**src/rtl/disasm_trace_sched.sv**
```systemverilog
// disasm_trace_sched: arbitrates instruction-trace entries from the IF tap (port 0)
// and the WB tap (port 1) onto the single shared BINARY_TO_MIPS disassembler.
// Each tap feeds its own FIFO. A round-robin arbiter fills one registered
// presentation stage, which holds its outputs until the trace printer accepts them.
// Optional build macro: TRACE_NOP_FILTER_EN. When it is defined, nop words
// (32'h00000000) are accepted but discarded, and drop_cnt counts them.
module disasm_trace_sched #(
   parameter int DEPTH = 4,
   parameter int SEQ_W = 16
) (
   input  logic             clk,
   input  logic             rst,
   input  logic             flush,
   input  logic             in0_valid,
   output logic             in0_ready,
   input  logic [31:0]      in0_inst,
   input  logic [31:0]      in0_pc,
   input  logic             in1_valid,
   output logic             in1_ready,
   input  logic [31:0]      in1_inst,
   input  logic [31:0]      in1_pc,
   output logic             dis_valid,
   input  logic             dis_ready,
   output logic [31:0]      dis_inst,
   output logic [31:0]      dis_pc,
   output logic             dis_src,
   output logic [SEQ_W-1:0] dis_seq,
   output logic [15:0]      drop_cnt
);

   localparam int AW = $clog2(DEPTH);
   localparam logic [AW:0]    PTR_ONE = {{AW{1'b0}}, 1'b1};
   localparam logic [SEQ_W-1:0] SEQ_ONE = {{(SEQ_W-1){1'b0}}, 1'b1};

   typedef enum logic {IDLE, PRESENT} pstate_t;

   // Saturating add used by the nop drop counter.
   function automatic logic [15:0] sat_add(input logic [15:0] a, input logic [1:0] n);
      logic [16:0] s;
      s = {1'b0, a} + {15'b0, n};
      return s[16] ? 16'hFFFF : s[15:0];
   endfunction

   logic [31:0] mem_inst [2][DEPTH];
   logic [31:0] mem_pc   [2][DEPTH];
   logic [AW:0] wr_ptr   [2];
   logic [AW:0] rd_ptr   [2];

   logic [31:0] in_inst  [2];
   logic [31:0] in_pc    [2];
   logic [1:0]  in_valid;
   logic [1:0]  empty;
   logic [1:0]  full;
   logic [1:0]  push;
   logic [1:0]  is_nop;
   logic [1:0]  store;
   logic [1:0]  pop;
   logic        load;
   logic        grant;
   logic        last_grant;
   logic [31:0] head_inst;
   logic [31:0] head_pc;
   logic [SEQ_W-1:0] seq_cnt;
   pstate_t     state;

   // Fold both taps into indexed form and derive FIFO status, arbitration and load.
   always_comb begin
      in_valid   = {in1_valid, in0_valid};
      in_inst[0] = in0_inst;
      in_inst[1] = in1_inst;
      in_pc[0]   = in0_pc;
      in_pc[1]   = in1_pc;
      for (int p = 0; p < 2; p++) begin
         empty[p]  = (wr_ptr[p] == rd_ptr[p]);
         full[p]   = (wr_ptr[p][AW] != rd_ptr[p][AW]) &&
                     (wr_ptr[p][AW-1:0] == rd_ptr[p][AW-1:0]);
         push[p]   = in_valid[p] && !full[p];
`ifdef TRACE_NOP_FILTER_EN
         is_nop[p] = (in_inst[p] == 32'h0000_0000);
`else
         is_nop[p] = 1'b0;
`endif
         store[p]  = push[p] && !is_nop[p];
      end
      load = (!dis_valid || dis_ready) && (!empty[0] || !empty[1]);
      if (empty[0])
         grant = 1'b1;
      else if (empty[1])
         grant = 1'b0;
      else
         grant = !last_grant;
      pop[0]    = load && !grant;
      pop[1]    = load && grant;
      head_inst = mem_inst[grant][rd_ptr[grant][AW-1:0]];
      head_pc   = mem_pc[grant][rd_ptr[grant][AW-1:0]];
   end

   assign in0_ready = !full[0];
   assign in1_ready = !full[1];
   assign dis_valid = (state == PRESENT);

   // Tap FIFOs: write on accepted non-nop push, advance read on grant; flush empties both.
   always_ff @(posedge clk) begin
      if (rst || flush) begin
         for (int p = 0; p < 2; p++) begin
            wr_ptr[p] <= '0;
            rd_ptr[p] <= '0;
         end
      end else begin
         for (int p = 0; p < 2; p++) begin
            if (store[p]) begin
               mem_inst[p][wr_ptr[p][AW-1:0]] <= in_inst[p];
               mem_pc[p][wr_ptr[p][AW-1:0]]   <= in_pc[p];
               wr_ptr[p] <= wr_ptr[p] + PTR_ONE;
            end
            if (pop[p])
               rd_ptr[p] <= rd_ptr[p] + PTR_ONE;
         end
      end
   end

   // Presentation stage FSM: load the granted head, hold while the printer stalls.
   always_ff @(posedge clk) begin
      if (rst) begin
         state      <= IDLE;
         dis_inst   <= '0;
         dis_pc     <= '0;
         dis_src    <= 1'b0;
         dis_seq    <= '0;
         seq_cnt    <= '0;
         last_grant <= 1'b1;
      end else if (flush) begin
         state <= IDLE;
      end else if (load) begin
         state      <= PRESENT;
         dis_inst   <= head_inst;
         dis_pc     <= head_pc;
         dis_src    <= grant;
         dis_seq    <= seq_cnt;
         seq_cnt    <= seq_cnt + SEQ_ONE;
         last_grant <= grant;
      end else if (dis_ready) begin
         state <= IDLE;
      end
   end

`ifdef TRACE_NOP_FILTER_EN
   logic [1:0] nop_hits;
   assign nop_hits = {1'b0, push[0] && is_nop[0]} + {1'b0, push[1] && is_nop[1]};

   // Count nop pushes that were accepted and discarded; flushed pushes are not counted.
   always_ff @(posedge clk) begin
      if (rst)
         drop_cnt <= '0;
      else if (!flush)
         drop_cnt <= sat_add(drop_cnt, nop_hits);
   end
`else
   assign drop_cnt = 16'h0000;
`endif

endmodule

```
**config.mk**
```make
export PLATFORM = sky130hd
export DESIGN_NAME = disasm_trace_sched
export DESIGN_NICKNAME = d
export VERILOG_FILES = /design/src/rtl/disasm_trace_sched.sv
export SDC_FILE = /design/constraint.sdc
export NUM_CORES = 1
export LEC_CHECK = 0
export ABC_CLOCK_PERIOD_IN_PS = 3800
export CAP_MARGIN = 20
export CORE_ASPECT_RATIO = 0.6
export CORE_MARGIN = 2
export CORE_UTILIZATION = 25
export CTS_CLUSTER_DIAMETER = 60
export DETAILED_ROUTE_END_ITERATION = 6
export GPL_ROUTABILITY_DRIVEN = 1
export SKIP_LAST_GASP = 1
export SYNTH_ARGS = -nofsm -noshare
export SYNTH_HDL_FRONTEND = slang
export SYNTH_SLANG_ARGS = --single-unit
```
**constraint.sdc**
```tcl
create_clock -name clk -period 3.8 [get_ports clk]
set_input_delay 0.38 -clock clk [delete_from_list [all_inputs] [get_ports clk]]
set_output_delay 0.38 -clock clk [all_outputs]
set_load 0.01 [all_outputs]
```
# After elaboration in Yosys (flattened, before gate mapping)
# Memories as Yosys holds them, arrays and structs flattened.
# Cells that the tools add are included.
# Widths: inputs -> output; s select.
totals:
  input_bits: 134
  word_cells: 91
  ramBits: 524
  n_memories: 4
  ff_bits: 99
  output_inout_bits: 100
classes:
  n_bitwise: 8
  addsub: 5
  reduce_logical: 22
  eq_ne: 6
  order_cmp: 5
  muxes: 34
memory_table:
  columns: ["memory", "words", "width", "read_ports", "rd_clocked_by_memory_dff", "wr", "line_no", "rtl"]
  rows:
  - ["mem_inst", 2, 128, 1, 0, 2, "44", "logic [31:0] mem_inst [2][DEPTH];"]
  - ["mem_pc", 2, 128, 1, 0, 2, "45", "logic [31:0] mem_pc [2][DEPTH];"]
  - ["rd_ptr", 2, 3, 3, 0, 2, "47", "logic [AW:0] rd_ptr [2];"]
  - ["wr_ptr", 2, 3, 2, 0, 2, "46", "logic [AW:0] wr_ptr [2];"]
op_table:
  columns: ["operator", "count"]
  rows:
  - ["$mux 128", 2]
  - ["$mux 32", 6]
  - ["$bmux 32 s2", 2]
  - ["$demux 32 s2", 2]
  - ["$mux 1", 18]
  - ["$add 16x1->16 const B", 1]
  - ["$add 3x1->3 const B", 4]
  - ["$mux 3", 4]
  - ["$ge 3x3->1 const B", 3]
  - ["$logic_and 1x1->1", 9]
  - ["$not 2->3", 3]
  - ["$logic_not 1->1", 7]
  - ["$eq 3x3->1", 2]
  - ["$lt 3x1->1 const B", 2]
  - ["$eq 2x2->1", 2]
  - ["$or 1x1->1", 4]
  - ["$logic_or 1x1->1", 3]
  - ["$ne 1x1->1", 2]
  - ["$reduce_and 2->1", 1]
  - ["$reduce_bool 2->1", 1]
  - ["$reduce_or 2->1", 1]
  - ["$not 1->1", 1]

# Longest topological paths before layout
# Gate-level depths: netlist of the first run.
# An unclocked memory read counts as a cell.
logic_depth:
  depth_word: 10
  ltp_mapped: 9
  depth_no_buf: 5

# Worst setup path after synthesis of the first run
# No wires, ideal clock.
synth_timing:
  path_kind: "register to register"
  from: "mem rd_ptr[1][1] (netlist bit)"
  to: "mem mem_inst[1][64] (netlist bit) (enable)"
  synth_period_minus_slack_ps: 3232
  path_slack_ps: 568
  path_stages_with_launch: 5
  arrival_ps: 2804
  setup_time_ps: 429
  required_ps: 3371
  n_path_buf: 0
  cell_sequence: "edfxtp_1 -> xor2_1 -> o31ai_1 -> nor3_1 -> and2_1"
synth_lines:
  columns: ["element", "line_no"]
  rows:
  - ["from (decl)", "47"]
  - ["to (decl)", "44"]

==> results.tsv, run 1 <==
metric	value	unit
synthArstFlopShare	0	
cts_tree	yes	
rr_worst_depth	5	
first_pass_iters	5	
slew_headroom	0.241	
place_congestion	0.801	
avgViaCountPerCell	4.65	
seq_area_frac_synth	0.716	
nNetsFinal	1933	
fp.dieW	410	µm
cts_setup_buffers	0	
ir_drop	0.565	mV
synthCells	1584	
hold_viol	0	
status	finished clean	
design.die.area	102000	µm²
pin_count	234	
clkSinkCount	623	
holdCritPathClass	in -> reg	
syn_area	24700	µm²
num-fill-cells	9493	
grt_pass1_wl	96.9	mm
place_area	28500	µm²
period_share	0.803	
clk_path_buf_depth	3	
drtIter0Drc	1151	
ctsResizeCount	0	
multi_input_area	6500	µm²
drc_errors	0	
cellPowerDensity	676	nW/µm²
worst_setup_path_start_kind	register	
route.vias.total	14700	
hpwlAfterDp	41.8	mm
core_area	98200	µm²
tns	0	ns
cts_max_level	2	
required	4.31	ns
cts_made_buffers	61	
num_rows	89	
worstPathMaxFanout	45	
grt_max_degree	157	
leakage	9.52	nW
ant_nets	0	
cts_root_buffer	clkbuf_16	
maxSlewViolCount	0	
start_util	0.252	
max_cap_violations	0	
grt.overflow.total	0	
netlist.area_leader.share	0.636	
syn_area_per_cell	15.6	µm²
grt_usage	0.128	
numPlacedInstances	3042	
wirelength	66.5	mm
rsz0062_at_grt	no	
synth_enable_flop_cells	524	
synth_flop_cell	edfxtp_1	
io_buffers	217	
wl_per_cell	21.0	µm
yosysTopAreaCell	edfxtp_1	
max_freq	328	MHz
die_y	248	µm
worst_slew_pin_slew	1.14	ns
hold_depth	1	
clk_latency	0.65	ns
finalInstanceArea	30800	µm²
antenna_found_initial	24	
seqCellArea	17700	µm²
critPathArrivalTime	3.56	ns
drive_gt1_frac	0.128	
synthDistinctLibCells	49	
cts_hold_buffers	0	
critical_path.endpoint_type	register	
finalSetupViolCount	0	
synth_area_leaders	edfxtp_1 (64%), dfxtp_1 (8.0%), mux4_2 (6.2%)	
skew	0.0549	ns
yosysWarningCount	0	
setup.worst_path.class	reg -> reg	
final_cells	3165	
grt_pass1_vias	14800	
fin_crit	3.05	ns
clk_pin_slew	0.06	ns
yosys_register_bits	623	
syn_to_final_growth	24.4	%
==> kinds of logic (layout without fill, tap and decap cells) <==
group           after synthesis  in the layout  synth area share
mux                         132            132            0.0878
buf+inv                     145            387            0.0254
compound gates              320            320            0.0888
simple gates                325            325            0.0656
flops                       623            623             0.716
xor+xnor                     27             27            0.0102
fa+ha+maj                    11             11           0.00557
other cells                   1             21          0.000152
==> cells in the final DEF, fill, tap and decap left out, types with 61 or more instances in the layout <==
| master | count |
|---|---|
| nand2_1 | 105 |
| o2111ai_1 | 64 |
| o21ai_0 | 76 |
| edfxtp_1 | 524 |
| clkdlybuf4s50_1 | 217 |
| dfxtp_1 | 99 |
| a211oi_1 | 94 |
| nor2_1 | 91 |
| mux4_2 | 68 |
| mux2i_1 | 64 |
| clkbuf_16 | 61 |
==> layer usage <==
| layer | vias up | GRT usage | routed length [µm] |
|---|---|---|---|
| li1 | 6665 | - | - |
| met1 | 7496 | 0.171 | 29500 |
| met2 | 407 | 0.205 | 31000 |
| met3 | 122 | 0.0347 | 4380 |
| met4 | 32 | 0.0320 | 1320 |
| met5 | - | 0 | 176 |
==> power by group <==
group          switching [mW]  internal [mW]
clock                    2.65           3.83
combinational            3.67           2.45
sequential              0.286           7.92
total                    6.60           14.2
==> flip-flops by register name, indices dropped and copies added (netlist names) <==
register,cells
dis_inst,32
dis_pc,32
wr_ptr,6
dis_seq,16
last_grant,1
seq_cnt,16
mem_pc,256
rd_ptr,6
dis_valid,1
mem_inst,256
dis_src,1
==> stage by stage <==
stage               hold WS, ns  utilization  power [mW]  worst slack [ns]
global route              0.325        0.313        21.8             0.528
floorplan                 0.444            -        12.2             0.568
global placement          0.439        0.291        14.3             0.771
detailed placement        0.446        0.291        14.5             0.689
CTS                       0.304        0.313        21.0             0.644
finish                    0.361        0.313        20.8             0.747
==> cell type report <==
cell class	instances	area share
Sequential cell	623	0.576
Multi-Input combinational cell	831	0.211
Timing Repair Buffer	266	0.0876
Tap cell	1319	0.0536
Clock buffer	75	0.0520
Clock inverter	41	0.0186
Inverter	5	0.000610
Antenna cell	5	0.000407
==> path summary, 6_finish.rpt <==
check                                           startpoint                          to  slack, ns
worst min-delay path                          in1_inst[10]  mem_inst[1][106]$_DFFE_PP_       0.36
worst min register to register    dis_inst[4]$_SDFFE_PP0P_    dis_inst[4]$_SDFFE_PP0P_       0.45
worst max-delay path            wr_ptr[0][1]$_SDFFCE_PN0P_      dis_pc[8]$_SDFFE_PP0P_       0.75
worst max register to register  wr_ptr[0][1]$_SDFFCE_PN0P_      dis_pc[8]$_SDFFE_PP0P_       0.75
==> cell usage after synthesis (18+ instances only) <==
cell and count:
nor4_1 31, a21oi_1 18, dfxtp_1 99, edfxtp_1 524, nor4b_1 30, o21ai_1 20, mux2i_1 64, nor2b_1 33
o21ai_0 76, o22ai_1 30, nand2_1 106, nor2_1 91, a211oi_1 94, clkbuf_1 95, mux4_2 68, o2111ai_1 64
==> critical path, stage by stage, from the launching register on <==
cell and delay, ns:
edfxtp_1 0.49, xor2_1 0.47, or3_4 0.62, nand2_4 0.07
or3_2 0.88, o2111ai_1 0.37
(Power assumes the default switching activity.)
==> run 2, diff against run 1 <==
- ABC_CLOCK_PERIOD_IN_PS: 3800 -> 3050
- clock period: 3.8 -> 3.05 ns (I/O delays scaled with it)
==> results.tsv, run 2 (same netlist as run 1, synthesis figures left out) <==
metric	value	unit	change
grt_pass1_vias	14800		+0.14%
maxSlewViolCount	0		unchanged
reg2reg_to	mem_inst[0][53]$_DFFE_PP_		
ir_drop	0.662	mV	+17%
cts_max_level	3		+1
rsz0062_at_grt	no		
status	finished clean		
num-fill-cells	9505		+0.13%
start_util	0.252		unchanged
holdCritPathClass	in -> reg		
final_cells	3174		+0.28%
drtIter0Drc	1246		+8.3%
seqCellArea	17700	µm²	unchanged
io_buffers	217		unchanged
place_congestion	0.725		-9.4%
ctsResizeCount	0		unchanged
fp.dieW	410	µm	unchanged
clkSinkCount	623		unchanged
hold_end	mem_pc[0][113]$_DFFE_PP_		
first_pass_iters	5		unchanged
multi_input_area	6500	µm²	about the same
grt_max_degree	157		unchanged
met2_length	31.4	mm	+1.1%
routed-wl-met3	4.73	mm	+7.9%
period_share	0.882		
ant_nets	0		unchanged
finalSetupViolCount	0		unchanged
drive_gt1_frac	0.130		+0.00154
clk_latency	0.64	ns	about the same
hold_viol	0		unchanged
slew_headroom	0.317		+0.0759
grt.overflow.total	0		unchanged
cts_made_buffers	66		+8.2%
drc_errors	0		unchanged
comb_power_share	0.303		+0.009
required	2.74	ns	-1.57 ns
skew	0.0255	ns	-0.0294 ns
design.die.area	102000	µm²	unchanged
final_cell_mix	edfxtp_1 (524), clkdlybuf4s50_1 (217), nand2_1 (106)		
route.vias.total	14900		+0.89%
syn_to_final_growth	25.1	%	
avgViaCountPerCell	4.68		+0.60%
num_rows	89		unchanged
cts_tree	yes		
hold_depth	1		unchanged
setup.worst_path.class	reg -> out		
nNetsFinal	1943		+0.52%
wl_per_cell	21.0	µm	-0.18%
tns	0	ns	unchanged
wirelength	66.5	mm	+0.10%
pin_count	234		unchanged
rr_startpoint	wr_ptr[0][1]$_SDFFCE_PN0P_		
worst_slew_pin_slew	1.03	ns	-0.114 ns
leakage	9.57	nW	+0.54%
place_area	28800	µm²	+0.89%
die_y	248	µm	unchanged
cts_setup_buffers	0		unchanged
grt_pass1_wl	96.9	mm	about the same
met1Wirelength	28.8	mm	-2.6%
critical_path.endpoint_type	output pin		
hp-start	in0_pc[17]		
finalInstanceArea	30900	µm²	+0.57%
clk_path_buf_depth	3		unchanged
max_cap_violations	0		unchanged
power	25.8	mW	+24%
pwr-share-clk	0.302		-0.009
r2r_slack	0.37	ns	-0.38 ns
worst_setup_path_start_kind	register		
cellPowerDensity	834	nW/µm²	+23%
grt_usage	0.129		+0.00153
p_sw	8.42	mW	+27%
seqPwrFrac	0.396		+0.002
critPathArrivalTime	2.39	ns	-1.17 ns
fin_crit	2.69	ns	
cts_root_buffer	clkbuf_16		
core_area	98200	µm²	unchanged
antenna_found_initial	22		-8.3%
netSwitchingFraction	0.326		+0.00876
max_freq	372	MHz	
numPlacedInstances	3048		+0.20%
hpwlAfterDp	42.0	mm	+0.36%
final_common_cell	edfxtp_1		
top_layer	met5		
cts_hold_buffers	0		unchanged
rr_worst_depth	6		+1
internal_power	17.4	mW	+22%
worstPathMaxFanout	5		-89%
clk_pin_slew	0.06	ns	about the same
[run 2: changes by cell type in the layout (fill, tap and decap cells not counted), sizes merged]
cell / delta
clkinvlp: +1
clkbuf: +7
inv: +5
buf: +5
bufinv: -9
[run 2: area by class of cell]
type,instances,area share
Clock inverter,38,0.0124
Multi-Input combinational cell,831,0.210
Antenna cell,5,0.000404
Sequential cell,623,0.573
Clock buffer,82,0.0556
Timing Repair Buffer,271,0.0950
Inverter,5,0.000607
Tap cell,1319,0.0533
[run 2: critical path: stages (launching register included)]
cell and delay [ns]:
edfxtp_1 0.50, xor2_1 0.46, or3_1 0.19, clkdlybuf4s50_1 0.60
[run 2: layer usage]
metal / GRT usage / vias to the layer above
met5: 0 / -
met4: 0.0355 / 32
met3: 0.0447 / 121
met2: 0.207 / 401
met1: 0.166 / 7616
li1: - / 6683
[run 2: how the worst max path moves through the flow]
stage                          startpoint                         to  slack (ns)  cells past startpoint
2_1_floorplan  rd_ptr[1][1]$_SDFFCE_PN0P_   mem_inst[1][0]$_DFFE_PP_        0.51                      4
3_3_place_gp                    dis_ready     dis_pc[4]$_SDFFE_PP0P_        0.34                      7
3_5_place_dp                    dis_ready    dis_pc[11]$_SDFFE_PP0P_        0.31                      7
4_1_cts        wr_ptr[0][1]$_SDFFCE_PN0P_                  in0_ready        0.29                      3
5_1_grt        wr_ptr[0][1]$_SDFFCE_PN0P_  mem_inst[0][53]$_DFFE_PP_        0.22                      6
6_report       wr_ptr[0][1]$_SDFFCE_PN0P_                  in0_ready        0.36                      3
[run 2: power by group through the flow]
stage,logic (mW),registers [mW],clock network (mW)
floorplan,4.68,10.4,0
global placement,7.70,10.4,0
detailed placement,7.85,10.4,0
CTS,7.87,10.2,8.04
global route,8.40,10.3,8.36
finish,7.82,10.2,7.79
[run 2: per-stage QoR]
stage	util	hold WS [ns]	setup slack, ns
4_1_cts	0.315	0.228	0.294
6_report	0.315	0.293	0.360
2_1_floorplan	-	0.404	0.505
3_5_place_dp	0.293	0.446	0.311
5_1_grt	0.315	0.252	0.223
3_3_place_gp	0.293	0.437	0.344
==> run 3, diff against run 2 <==
- ABC_CLOCK_PERIOD_IN_PS: 3050 -> 2800
- GPL_ROUTABILITY_DRIVEN: 1 -> 0
- SETUP_SLACK_MARGIN: unset -> 0.4
- clock period: 3.05 -> 2.8 ns (I/O delays scaled with it)
==> results.tsv, run 3 (same netlist as run 1, synthesis figures left out) <==
metric	value	unit	change
status	finished clean		
start_util	0.252		unchanged
drc_errors	0		unchanged
wirelength	70.3	mm	+5.7%
slew_headroom	0.400		+0.0831
period_share	0.842		
core_area	98200	µm²	unchanged
first_pass_iters	5		unchanged
worstPathMaxFanout	35		+30
num-fill-cells	9432		-0.77%
rr_startpoint	wr_ptr[0][3]$_SDFFCE_PN0P_		
finalSetupViolCount	0		unchanged
max_cap_violations	0		unchanged
skew	0.0447	ns	+0.0191 ns
r2r_slack	0.44	ns	+0.07 ns
ant_nets	0		unchanged
tns	0	ns	unchanged
rsz0062_at_grt	yes		
clk_path_buf_depth	3		unchanged
cts_tree	yes		
pin_count	234		unchanged
netSwitchingFraction	0.322		-0.00438
worst_setup_path_start_kind	register		
route.vias.total	15100		+2.0%
num_rows	89		unchanged
reg2reg_to	rd_ptr[0][0]$_SDFFCE_PN0P_		
grt.overflow.total	0		unchanged
holdCritPathClass	in -> reg		
clk_latency	0.63	ns	about the same
leakage	9.81	nW	+2.5%
hpwlAfterDp	40.8	mm	-2.8%
final_cell_mix	edfxtp_1 (524), clkdlybuf4s50_1 (215), nand2_1 (105)		
drive_gt1_frac	0.146		+0.0162
design.die.area	102000	µm²	unchanged
final_common_cell	edfxtp_1		
grt_pass1_wl	99.9	mm	+3.0%
die_y	248	µm	unchanged
hp-start	in1_pc[15]		
internal_power	19.9	mW	+14%
cts_max_level	3		unchanged
hold_viol	0		unchanged
fp.dieW	410	µm	unchanged
syn_to_final_growth	27.1	%	
ir_drop	0.861	mV	+30%
multi_input_area	6590	µm²	+1.3%
grt_pass1_vias	15100		+2.2%
critPathArrivalTime	2.60	ns	+0.21 ns
cellPowerDensity	933	nW/µm²	+12%
cts_made_buffers	67		+1.5%
drtIter0Drc	1400		+12%
seqCellArea	17700	µm²	unchanged
grt_usage	0.133		+0.00426
grt_max_degree	157		unchanged
io_buffers	217		unchanged
required	3.05	ns	+0.31 ns
antenna_found_initial	23		+4.5%
cts_root_buffer	clkbuf_16		
seqPwrFrac	0.379		-0.017
wl_per_cell	22.0	µm	+5.2%
p_sw	9.43	mW	+12%
worst_slew_pin_slew	0.900	ns	-0.125 ns
clk_pin_slew	0.06	ns	about the same
fin_util	0.320		+0.00499
hold_depth	1		unchanged
clkSinkCount	623		unchanged
cts_hold_buffers	0		unchanged
hold_end	mem_pc[1][111]$_DFFE_PP_		
fin_crit	2.36	ns	
critical_path.endpoint_type	register		
avgViaCountPerCell	4.75		+1.5%
nNetsFinal	1955		+0.62%
max_freq	424	MHz	
maxSlewViolCount	0		unchanged
comb_power_share	0.307		+0.004
setup.worst_path.class	reg -> reg		
pwr-share-clk	0.314		+0.012
rr_worst_depth	6		unchanged
[run 3: per-layer routing]
metal	part of all wire	global-route usage	up-vias
li1	-	-	6714
met3	0.071	0.0370	144
met2	0.47	0.212	523
met4	0.025	0.0442	26
met1	0.43	0.175	7741
met5	0.0021	0	-
[run 3: final cells by class]
cell class,count,share of cell area
tap,1319,0.0525
clock buffer,90,0.0613
sequential,623,0.564
antenna,6,0.000478
inverter,5,0.000597
multi-input combinational,832,0.209
clock inverter,33,0.0134
timing repair buffer,281,0.0986
[run 3: metrics by stage]
step,hold slack [ns],cells,total power [mW],area [µm²],setup slack [ns]
2_1_floorplan,0.379,1599,16.5,24800,0.255
3_3_place_gp,0.437,3045,19.8,28800,0.105
3_5_place_dp,0.447,3047,20.0,28800,0.115
4_1_cts,0.239,3173,29.3,31200,0.402
5_1_grt,0.267,3186,30.6,31400,0.339
6_report,0.290,3189,29.3,31400,0.441
[run 3: worst max-delay path, stage by stage, from the launching register on]
cell,delay [ns]
edfxtp_1,0.53
xor2_4,0.24
o31ai_4,0.31
buf_4,0.17
nand2_4,0.06
buf_12,0.19
o21ai_0,0.49
[run 3: worst max-delay path by stage]
stage	from	to	slack (ns)
after detailed placement	wr_ptr[0][4]$_SDFFCE_PN0P_	mem_inst[1][82]$_DFFE_PP_	0.11
after CTS	wr_ptr[0][1]$_SDFFCE_PN0P_	in0_ready	0.40
after global routing	wr_ptr[0][3]$_SDFFCE_PN0P_	mem_inst[1][54]$_DFFE_PP_	0.34
after floorplan	rd_ptr[1][1]$_SDFFCE_PN0P_	mem_inst[1][0]$_DFFE_PP_	0.26
after global placement	dis_ready	seq_cnt[15]$_SDFFE_PP0P_	0.10
final	wr_ptr[0][3]$_SDFFCE_PN0P_	rd_ptr[0][0]$_SDFFCE_PN0P_	0.44
[run 3: what timing repair did]
item / CTS / global route
buffers inserted: 2 / 9
gates resized for setup: 10 / 20
setup endpoints to repair: 293 / 267
cloned: 1 / 1
pin swaps: 2 / 5
[run 3: power groups by stage]
stage          sequential, mW  combinational, mW  clock, mW
2_1_floorplan            11.4               5.10          0
3_3_place_gp             11.3               8.52          0
3_5_place_dp             11.3               8.69          0
4_1_cts                  11.1               8.78       9.46
5_1_grt                  11.2               9.64       9.83
6_report                 11.1               8.99       9.22
